`config.mk`:
```
export PLATFORM = sky130hd
export DESIGN_NAME = lsu_flat
export DESIGN_NICKNAME = d
export VERILOG_FILES = /design/src/rtl/lsu_if.sv /design/src/rtl/lsu.sv /design/src/flat_wrapper.sv
export SDC_FILE = /design/constraint.sdc
export NUM_CORES = 1
export LEC_CHECK = 0
export CAP_MARGIN = 15
export CORE_MARGIN = 2
export CORE_UTILIZATION = 30
export DETAILED_ROUTE_END_ITERATION = 6
export PLACE_DENSITY = 0.56
export SLEW_MARGIN = 10
export SYNTH_ARGS = -nofsm -noshare
export SYNTH_HDL_FRONTEND = slang
export SYNTH_SLANG_ARGS = --single-unit
export TNS_END_PERCENT = 5
```
`constraint.sdc`:
```
create_clock -name clk -period 1.8 [get_ports clk]
set_input_delay 0.54 -clock clk [delete_from_list [all_inputs] [get_ports clk]]
set_output_delay 0.54 -clock clk [all_outputs]
set_load 0.01 [all_outputs]
```
`src/rtl/lsu_if.sv`:
```
// Data-memory request/response bus between the LSU (master) and memory (slave).
// Request side is held until dmem_gnt; read data returns on dmem_rvalid.
// Either side may stall indefinitely; the master keeps the request stable.
interface lsu_if #(
    parameter int XLEN = 32
);
    logic            dmem_req;
    logic            dmem_we;
    logic [XLEN-1:0] dmem_addr;
    logic [3:0]      dmem_be;
    logic [XLEN-1:0] dmem_wdata;
    logic            dmem_gnt;
    logic            dmem_rvalid;
    logic [XLEN-1:0] dmem_rdata;

    modport master (
        output dmem_req, dmem_we, dmem_addr, dmem_be, dmem_wdata,
        input  dmem_gnt, dmem_rvalid, dmem_rdata
    );

    modport slave (
        input  dmem_req, dmem_we, dmem_addr, dmem_be, dmem_wdata,
        output dmem_gnt, dmem_rvalid, dmem_rdata
    );
endinterface

```
`src/rtl/lsu.sv`:
```
// Load/store unit: aligns stores, extends loads, flags misaligned/illegal ops.
// Latency: store 2 cycles min, load 3 cycles accept-to-wb_valid, exception 1 cycle.
// Backpressure: ex_ready low while an access is outstanding; gnt/rvalid stalls hold state.
module lsu #(
    parameter int XLEN = 32
) (
    input  logic            clk,
    input  logic            rst_n,
    input  logic            ex_valid,
    output logic            ex_ready,
    input  logic            is_store,
    input  logic [2:0]      mem_op,
    input  logic [XLEN-1:0] alu_result,
    input  logic [XLEN-1:0] store_data,
    input  logic [4:0]      rd_addr,
    lsu_if.master           dmem,
    output logic            wb_valid,
    output logic [4:0]      wb_rd,
    output logic [XLEN-1:0] wb_data,
    output logic            exc_valid,
    output logic [1:0]      exc_cause,
    output logic [XLEN-1:0] exc_addr,
    output logic            busy
);

    typedef enum logic [1:0] {S_IDLE, S_REQ, S_WAIT} state_t;

    state_t          state, state_nxt;
    logic            acc;
    logic            op_illegal;
    logic            op_misal;
    logic [3:0]      acc_be;
    logic [XLEN-1:0] acc_wdata;
    logic [2:0]      op_q;
    logic [1:0]      off_q;
    logic [4:0]      rd_q;
    logic [XLEN-1:0] lane;
    logic [XLEN-1:0] ld_ext;

    assign ex_ready      = (state == S_IDLE);
    assign busy          = ~ex_ready;
    assign acc           = ex_valid & ex_ready;
    assign dmem.dmem_req = (state == S_REQ);

    always_comb begin
        op_illegal = 1'b0;
        op_misal   = 1'b0;
        if (is_store)
            op_illegal = mem_op[2] | (mem_op == 3'b011);
        else
            op_illegal = (mem_op == 3'b011) | (mem_op[2:1] == 2'b11);
        op_misal = ((mem_op[1:0] == 2'b01) & alu_result[0]) |
                   ((mem_op[1:0] == 2'b10) & (|alu_result[1:0]));
    end

    // Lane placement is computed for loads too, so be also marks the bytes read.
    always_comb begin
        acc_be    = 4'b1111;
        acc_wdata = store_data;
        case (mem_op[1:0])
            2'b00: begin
                acc_be    = 4'b0001 << alu_result[1:0];
                acc_wdata = {4{store_data[7:0]}};
            end
            2'b01: begin
                acc_be    = alu_result[1] ? 4'b1100 : 4'b0011;
                acc_wdata = {2{store_data[15:0]}};
            end
            default: ;
        endcase
    end

    always_comb begin
        lane   = dmem.dmem_rdata >> {off_q, 3'b000};
        ld_ext = dmem.dmem_rdata;
        case (op_q)
            3'b000:  ld_ext = {{(XLEN-8){lane[7]}}, lane[7:0]};
            3'b001:  ld_ext = {{(XLEN-16){lane[15]}}, lane[15:0]};
            3'b100:  ld_ext = {{(XLEN-8){1'b0}}, lane[7:0]};
            3'b101:  ld_ext = {{(XLEN-16){1'b0}}, lane[15:0]};
            default: ld_ext = dmem.dmem_rdata;
        endcase
    end

    always_ff @(posedge clk or negedge rst_n) begin
        if (!rst_n)
            state <= S_IDLE;
        else
            state <= state_nxt;
    end

    always_comb begin
        state_nxt = state;
        case (state)
            S_IDLE:  if (acc && !op_illegal && !op_misal) state_nxt = S_REQ;
            S_REQ:   if (dmem.dmem_gnt) state_nxt = dmem.dmem_we ? S_IDLE : S_WAIT;
            S_WAIT:  if (dmem.dmem_rvalid) state_nxt = S_IDLE;
            default: state_nxt = S_IDLE;
        endcase
    end

    always_ff @(posedge clk or negedge rst_n) begin
        if (!rst_n) begin
            dmem.dmem_we    <= 1'b0;
            dmem.dmem_addr  <= '0;
            dmem.dmem_be    <= '0;
            dmem.dmem_wdata <= '0;
            op_q            <= '0;
            off_q           <= '0;
            rd_q            <= '0;
            wb_valid        <= 1'b0;
            wb_rd           <= '0;
            wb_data         <= '0;
            exc_valid       <= 1'b0;
            exc_cause       <= '0;
            exc_addr        <= '0;
        end else begin
            exc_valid <= 1'b0;
            wb_valid  <= 1'b0;
            if (acc) begin
                if (op_illegal || op_misal) begin
                    exc_valid <= 1'b1;
                    exc_addr  <= alu_result;
                    if (op_illegal)
                        exc_cause <= 2'b11;
                    else
                        exc_cause <= is_store ? 2'b10 : 2'b01;
                end else begin
                    dmem.dmem_we    <= is_store;
                    dmem.dmem_addr  <= {alu_result[XLEN-1:2], 2'b00};
                    dmem.dmem_be    <= acc_be;
                    dmem.dmem_wdata <= acc_wdata;
                    op_q            <= mem_op;
                    off_q           <= alu_result[1:0];
                    rd_q            <= rd_addr;
                end
            end
            // Only WAIT consumes rvalid; stale responses in IDLE/REQ are dropped.
            if ((state == S_WAIT) && dmem.dmem_rvalid) begin
                wb_valid <= 1'b1;
                wb_rd    <= rd_q;
                wb_data  <= ld_ext;
            end
        end
    end

endmodule

```
`src/flat_wrapper.sv`:
```
// flat-port wrapper written by rule: the top's interface ports become plain ports
module lsu_flat 
#(
    parameter int XLEN = 32
)
  (clk, rst_n, ex_valid, ex_ready, is_store, mem_op, alu_result, store_data, rd_addr, wb_valid, wb_rd, wb_data, exc_valid, exc_cause, exc_addr, busy, dmem_dmem_req, dmem_dmem_we, dmem_dmem_addr, dmem_dmem_be, dmem_dmem_wdata, dmem_dmem_gnt, dmem_dmem_rvalid, dmem_dmem_rdata);
  lsu_if #(.XLEN(XLEN)) dmem_i ();
  input  logic clk;
  input  logic rst_n;
  input  logic ex_valid;
  output logic ex_ready;
  input  logic is_store;
  input  logic [2:0] mem_op;
  input  logic [XLEN-1:0] alu_result;
  input  logic [XLEN-1:0] store_data;
  input  logic [4:0] rd_addr;
  output logic wb_valid;
  output logic [4:0] wb_rd;
  output logic [XLEN-1:0] wb_data;
  output logic exc_valid;
  output logic [1:0] exc_cause;
  output logic [XLEN-1:0] exc_addr;
  output logic busy;
  output wire logic [$bits(dmem_i.dmem_req)-1:0] dmem_dmem_req;
  output wire logic [$bits(dmem_i.dmem_we)-1:0] dmem_dmem_we;
  output wire logic [$bits(dmem_i.dmem_addr)-1:0] dmem_dmem_addr;
  output wire logic [$bits(dmem_i.dmem_be)-1:0] dmem_dmem_be;
  output wire logic [$bits(dmem_i.dmem_wdata)-1:0] dmem_dmem_wdata;
  input wire logic [$bits(dmem_i.dmem_gnt)-1:0] dmem_dmem_gnt;
  input wire logic [$bits(dmem_i.dmem_rvalid)-1:0] dmem_dmem_rvalid;
  input wire logic [$bits(dmem_i.dmem_rdata)-1:0] dmem_dmem_rdata;
  assign dmem_dmem_req = dmem_i.dmem_req;
  assign dmem_dmem_we = dmem_i.dmem_we;
  assign dmem_dmem_addr = dmem_i.dmem_addr;
  assign dmem_dmem_be = dmem_i.dmem_be;
  assign dmem_dmem_wdata = dmem_i.dmem_wdata;
  assign dmem_i.dmem_gnt = dmem_dmem_gnt;
  assign dmem_i.dmem_rvalid = dmem_dmem_rvalid;
  assign dmem_i.dmem_rdata = dmem_dmem_rdata;
  lsu #(.XLEN(XLEN)) u_core (.clk(clk), .rst_n(rst_n), .ex_valid(ex_valid), .ex_ready(ex_ready), .is_store(is_store), .mem_op(mem_op), .alu_result(alu_result), .store_data(store_data), .rd_addr(rd_addr), .dmem(dmem_i), .wb_valid(wb_valid), .wb_rd(wb_rd), .wb_data(wb_data), .exc_valid(exc_valid), .exc_cause(exc_cause), .exc_addr(exc_addr), .busy(busy));
endmodule
```
==> run_results.csv, run 1 <==
group,metric,value,unit
power_and_ir_drop,swShare,33.91,%
power_and_ir_drop,power.internal,9444,uW
cells_and_area,nFillCells,2066,
cells_and_area,nets,977,
logic_synthesis,seq_area_frac_synth,56.79,%
floorplan,core_area,21890,sq um
logic_synthesis,netlist_instances,576,
power_and_ir_drop,power.density,1377,nW/um^2
worst_setup_path,path_buf_inv,3,
sta,fmax,0.5461,GHz
cells_and_area,antennaDiodeCount,0,
outcome,status,"complete, but fails checks",
floorplan,die_area,23540,sq um
logic_synthesis,synth_top_area_cell,"dfrtp_1",
sta,whs,27.30,ps
place,port_buffers,252,
worst_setup_path,critical_path_cell_count,4,
sta,maxSlewViolCount,0,
logic_synthesis,async_flop_share,100.0,%
global_routing,globalRoute.totalOverflow,0,
worst_setup_path,crit_chain,"nor2_2 > buf_6 > buf_6 > buf_6",
sta,finalWorstSetupSlack,-31.24,ps
routing,first_iter_violations,199,
floorplan,ios,255,
power_and_ir_drop,seq_power_share,38.3,%
clock_network,root_buffer,"clkbuf_16",
power_and_ir_drop,peakVddDrop,616.8,uV
worst_setup_path,path_common_cell,"buf_6",
logic_synthesis,yosys-top-cells-count,"dfrtp_1, nand2_1, mux2_2",
power_and_ir_drop,leakage,0.004939,uW
floorplan,die_h,153.4,um
flow_run,drv_cap,0,
sta,setup_viol,1,
logic_synthesis,synth_edf_count,0,
clock_network,cts_tree,"yes",
cells_and_area,area_growth,54.94,%
logic_synthesis,yosysMostFrequentCell,"dfrtp_1",
sta,fin_crit_sh,101.7,%
clock_network,clk_latency,420,ps
floorplan,start_util,30.60,%
worst_setup_path,cp-start-kind,"flop",
power_and_ir_drop,combPwrFrac,36.9,%
routing,wirelength,21320,um
clock_network,clk_pin_slew,70,ps
routing,viasPerCell,4.747,
worst_setup_path,crit_arrival,1290,ps
floorplan,die_x,153.4,um
sta,hold_violations,0,
worst_setup_path,critPathSlowestCell,"dfrtp_1",
floorplan,rows,54,
place,gp_congestion,0.8287,
logic_synthesis,synthAdderAreaFrac,0,%
global_routing,grt_first_pass_wirelength,33640,um
logic_synthesis,synth.avg_cell_area,11.63,sq um
worst_setup_path,critPathMaxStageDelay,390,ps
routing,dr.pass1.iters,6,
power_and_ir_drop,total_power,14290,uW
sta,worst_slew_pin_slew,518.6,ps
logic_synthesis,synth-compound-area-share,8.108,%
logic_synthesis,ys_ff_latch,152,
logic_synthesis,netlist.area_leader.share,56.79,%
clock_network,cts.sinks,152,
worst_setup_path,r2r_cells,6,
power_and_ir_drop,power.switching,4846,uW
routing,drc,0,
logic_synthesis,synthXorXnorAreaFrac,0,%
logic_synthesis,synth_cell_type_count,39,
logic_synthesis,synth_ff_type,"dfrtp_1",
sta,timing.slew.headroom,65.39,%
global_routing,grt_max_degree,42,
routing,antenna_left,0,
power_and_ir_drop,clkPwrFrac,24.8,%
logic_synthesis,ys_top_cells_by_area,"dfrtp_1, mux2_2, mux2_4, mux2i_1, nand2_1",
place,place_worst_setup_slack,-675.3,ps
clock_network,htreeDepth,4,
global_routing,groute.usage.overall,18.26,%
worst_setup_path,critPathKind,"reg -> out",
routing,vias,5507,
cells_and_area,final_layout_size_suffix_gt1_share,20.91,%
logic_synthesis,muxShareOfSynthArea,19.93,%
routing,post_drt_wl_per_cell,18.38,um
clock_network,cts_hold_buf,0,
global_routing,antenna_found_initial,1,
sta,fin_crit,1831,ps
outcome,violations,"negative setup slack",
worst_setup_path,end_kind,"primary output",
worst_setup_path,reg2reg_setup_slack,70,ps
logic_synthesis,synth-warning-count,0,
worst_setup_path,crit_required,1260,ps
logic_synthesis,synth_area,6698,sq um
clock_network,clockBufferDepth,2,
worst_setup_path,path_max_fanout,3,
sta,rsz0062_at_grt,"true",
place,dp_hpwl,16240,um
clock_network,cts_made_buffers,17,
global_routing,grt_pass1_vias,5976,
sta,fin_skew,8.509,ps
worst_setup_path,cp_top_family,"flip-flops",
worst_hold_path,min_path_type,"in -> async",
logic_synthesis,synthSimpleGateAreaFrac,11.43,%
logic_synthesis,synth_top_family_by_area,"multiplexers",
[layer usage]
metal / up-vias / global-route usage, % / part of all wire (%)
met5: - / 0 / 0
met4: 0 / 5.068 / 1.4
li1: 2586 / - / -
met3: 19 / 6.323 / 7.5
met1: 2697 / 22.56 / 42
met2: 205 / 30.46 / 49
[repair_timing]
item / CTS / global route
gates resized for setup: 167 / 5
setup endpoints to repair: 265 / 27
pin swaps: 4 / 0
cloned: 1 / 0
buffers inserted: 2 / 0
hold endpoints to repair: 0 / 0
[final timing paths]
check	end	start
setup / recovery	ex_ready	u_core.state[0]
hold / removal	u_core.wb_rd[4]	rst_n
setup reg to reg	u_core.exc_addr[0]	u_core.state[0]
hold reg to reg	u_core.wb_rd[1]	u_core.rd_q[1]
max in group asynchronous	u_core.dmem.dmem_be[0]	rst_n
min in group clk	u_core.wb_rd[1]	u_core.rd_q[1]
[layout by cell type, fill, tap and decap left out, types with 2 or more instances in the layout]
master / count
buf_6: 6
nand2b_1: 8
mux2_2: 53
dlygate4sd2_1: 147
buf_4: 46
mux2_4: 25
inv_6: 5
inv_8: 4
nand3b_1: 3
o21ai_1: 4
nand2_1: 80
nor2_1: 25
conb_1: 2
clkdlybuf4s50_1: 101
mux2i_1: 34
nor2b_1: 3
and3_1: 6
clkinvlp_4: 2
clkinv_4: 2
clkbuf_16: 17
nand3_1: 32
o21ai_0: 47
nor2_2: 2
buf_12: 9
a211oi_1: 2
dfrtp_1: 152
a21oi_1: 30
inv_1: 6
o211ai_1: 6
[layout make-up]
cell class	count	area [sq um]	share of cell area, %
clock buffers	18	429.2	4.136
clock inverters	14	151.4	1.459
inverters	7	26.28	0.2532
multi-input cells	378	2693	25.95
flip-flops and latches	152	3804	36.65
well taps	280	350.3	3.376
repair buffers	311	2924	28.18
[cell families after synthesis]
family,count (synthesis)
other,1
flip-flops,152
AO/OA/AOI/OAI,97
buffers and inverters,47
AND/OR/NAND/NOR,166
multiplexers,113
[flip-flops by register name, summed over array words and instances, names as in the netlist]
| register | count |
|---|---|
| u_core.dmem.dmem_addr | 30 |
| u_core.dmem.dmem_be | 4 |
| u_core.dmem.dmem_wdata | 32 |
| u_core.dmem.dmem_we | 1 |
| u_core.exc_addr | 32 |
| u_core.exc_cause | 2 |
| u_core.exc_valid | 1 |
| u_core.off_q | 2 |
| u_core.op_q | 3 |
| u_core.rd_q | 5 |
| u_core.state | 2 |
| u_core.wb_data | 32 |
| u_core.wb_rd | 5 |
| u_core.wb_valid | 1 |
[worst reg2reg max path, delay by kind of cell (launching register included)]
| family | cells | cell delay (ps) |
|---|---|---|
| buffers and inverters | 3 | 420 |
| flip-flops | 1 | 390 |
| AND/OR/NAND/NOR | 2 | 470 |
| multiplexers | 1 | 330 |
[stage by stage]
step                setup TNS [ps]  instances  instance area (sq um)  util [%]
floorplan                    -1610        577                   6701         -
global placement            -73960       1125                   9897     45.21
detailed placement          -78140       1125                   9897     45.21
CTS                         -139.0       1160                  10360     47.33
global route                -189.0       1160                  10380     47.41
finish                      -31.24       1160                  10380     47.41
[power by group through the flow]
stage	clock [uW]	combinational [uW]	sequential [uW]
detailed placement	0	6130	5570
global placement	0	6060	5530
global route	3820	5710	5650
floorplan	0	1960	6000
CTS	3660	5350	5490
finish	3540	5280	5470
(Power assumes the default switching activity.)
==> inputs of run 2 (changes only) <==
--- a/config.mk
+++ b/config.mk
@@ -7,9 +7,10 @@
 export LEC_CHECK = 0
 export CAP_MARGIN = 15
 export CORE_MARGIN = 2
-export CORE_UTILIZATION = 30
+export CORE_UTILIZATION = 44
 export DETAILED_ROUTE_END_ITERATION = 6
-export PLACE_DENSITY = 0.56
+export GPL_ROUTABILITY_DRIVEN = 0
+export PLACE_DENSITY = 0.78
 export SLEW_MARGIN = 10
 export SYNTH_ARGS = -nofsm -noshare
 export SYNTH_HDL_FRONTEND = slang
==> run_results.csv, run 2 (synthesized netlist as in run 1, its figures left out) <==
group,metric,value,unit
clock_network,cts_made_buffers,17,
floorplan,rows,45,
cells_and_area,layout_commonest_cell,"dfrtp_1",
routing,first_iter_violations,295,
cells_and_area,largestRegisters,"u_core.dmem.dmem_wdata: 32 flops, u_core.exc_addr: 32 flops, u_core.wb_data: 32 flops",
sta,maxSlewViolCount,0,
cells_and_area,antennaDiodeCount,0,
worst_setup_path,reg2reg_setup_slack,90,ps
cells_and_area,fin_util,69.06,%
worst_setup_path,end_kind,"flop",
place,placed_cell_area,9682,sq um
worst_setup_path,reg2reg_from,"u_core.state[1]",
clock_network,cts_tree,"yes",
cells_and_area,final_cell_mix,"dfrtp_1, dlygate4sd2_1, clkdlybuf4s50_1, nand2_1, mux2_2",
worst_setup_path,crit_required,2100,ps
power_and_ir_drop,power.density,1395,nW/um^2
worst_setup_path,critPathKind,"in -> reg",
sta,worst_slew_pin_slew,493.1,ps
floorplan,ios,255,
power_and_ir_drop,leakage,0.005017,uW
flow_run,drv_cap,0,
sta,fin_skew,8.620,ps
cells_and_area,nFillCells,1169,
worst_setup_path,crit_arrival,2070,ps
global_routing,grt_max_degree,58,
worst_hold_path,min_path_type,"reg -> reg",
sta,whs,466.2,ps
worst_setup_path,cp-startpoint,"dmem_dmem_rdata[31]",
global_routing,antenna_found_initial,0,
floorplan,start_util,44.55,%
floorplan,die_area,16220,sq um
sta,timing.slew.headroom,66.78,%
sta,fin_crit,1771,ps
clock_network,cts.sinks,152,
sta,finalWorstSetupSlack,28.93,ps
sta,finalSetupTns,0,ps
clock_network,clk_latency,420,ps
cells_and_area,multi_input_area,2699,sq um
floorplan,die_h,127.4,um
worst_setup_path,r2r_cells,5,
cells_and_area,register_area,3804,sq um
routing,dr.pass1.iters,6,
routing,antenna_left,0,
outcome,status,"completed",
worst_setup_path,rr_endpoint,"u_core.exc_addr[12]",
routing,viasPerCell,5.291,
clock_network,htreeDepth,4,
routing,post_drt_wl_per_cell,18.41,um
routing,drc,0,
place,port_buffers,252,
worst_setup_path,cp-start-kind,"input pin",
sta,rsz0062_at_grt,"true",
sta,fmax,0.5646,GHz
routing,wirelength,19660,um
global_routing,grt_first_pass_wirelength,30330,um
place,dp_hpwl,13950,um
floorplan,die_x,127.4,um
clock_network,clockBufferDepth,2,
sta,fin_crit_sh,98.39,%
global_routing,groute.usage.overall,23.92,%
power_and_ir_drop,peakVddDrop,686.7,uV
sta,setup_viol,0,
cells_and_area,area_growth,55.02,%
clock_network,root_buffer,"clkbuf_16",
place,place_worst_setup_slack,-676.5,ps
cells_and_area,final_layout_size_suffix_gt1_share,21.02,%
worst_setup_path,cp-endpoint,"u_core.wb_data[30]",
cells_and_area,design_area,10380,sq um
worst_setup_path,path_max_fanout,9,
clock_network,clk_pin_slew,60,ps
routing,vias,5651,
floorplan,core_area,15030,sq um
global_routing,grt_pass1_vias,5952,
cells_and_area,nets,977,
sta,hold_violations,0,
global_routing,globalRoute.totalOverflow,0,
-- run 2: per-stage QoR --
| stage | power [uW] | std cells |
|---|---|---|
| after CTS | 14480 | 1059 |
| final | 14480 | 1068 |
| after global placement | 11350 | 1023 |
| after detailed placement | 11560 | 1023 |
| after floorplan | 7958 | 577 |
| after global routing | 15310 | 1068 |
-- run 2: layout make-up --
class	instances	area share [%]
clock buffer	20	4.399
clock inverter	12	1.579
sequential	152	36.64
tap	188	2.266
inverter	7	0.2531
multi-input combinational	378	25.99
timing repair buffer	311	28.87
-- run 2: worst min path at each step --
stage | start | end | slack (ps) | cells after the start
after floorplan | rst_n | u_core.dmem.dmem_addr[10] | 240 | 0
after global placement | rst_n | u_core.wb_rd[4] | 440 | 1
after detailed placement | rst_n | u_core.wb_rd[4] | 450 | 1
after CTS | u_core.rd_q[0] | u_core.wb_rd[0] | 470 | 2
after global routing | u_core.rd_q[0] | u_core.wb_rd[0] | 510 | 2
final | u_core.rd_q[0] | u_core.wb_rd[0] | 470 | 2
-- run 2: timing repair --
item                                   in CTS  in global routing
setup buffers                               2                  3
pin swaps                                   3                  2
cloned                                      1                  6
gates resized for setup                   166                  9
hold buffers                                1                  0
setup endpoints to repair                 229                 84
endpoints found under the hold margin      27                  0
-- run 2: where the power goes --
group	leakage, uW	internal [uW]	switching (uW)
clock network	0.000302	2280	1460
registers	0.00185	4720	774
logic	0.00287	2770	2480
total	0.00502	9760	4720
-- run 2: routing by layer --
metal | wire length, um | vias to the layer above | track usage (%) | part of all wire (%)
met5 | 0 | - | 0 | 0
met3 | 1524 | 44 | 6.742 | 7.8
met1 | 7808 | 2780 | 28.48 | 40
met2 | 9842 | 249 | 40.80 | 50
met4 | 483 | 0 | 10.08 | 2.5
li1 | - | 2578 | - | -
-- run 2: worst max-delay path: stages --
cell and delay, ps:
clkdlybuf4s50_1 450, mux4_2 500, nor2b_4 160, o21ai_4 170, buf_6 160, nand3_1 80
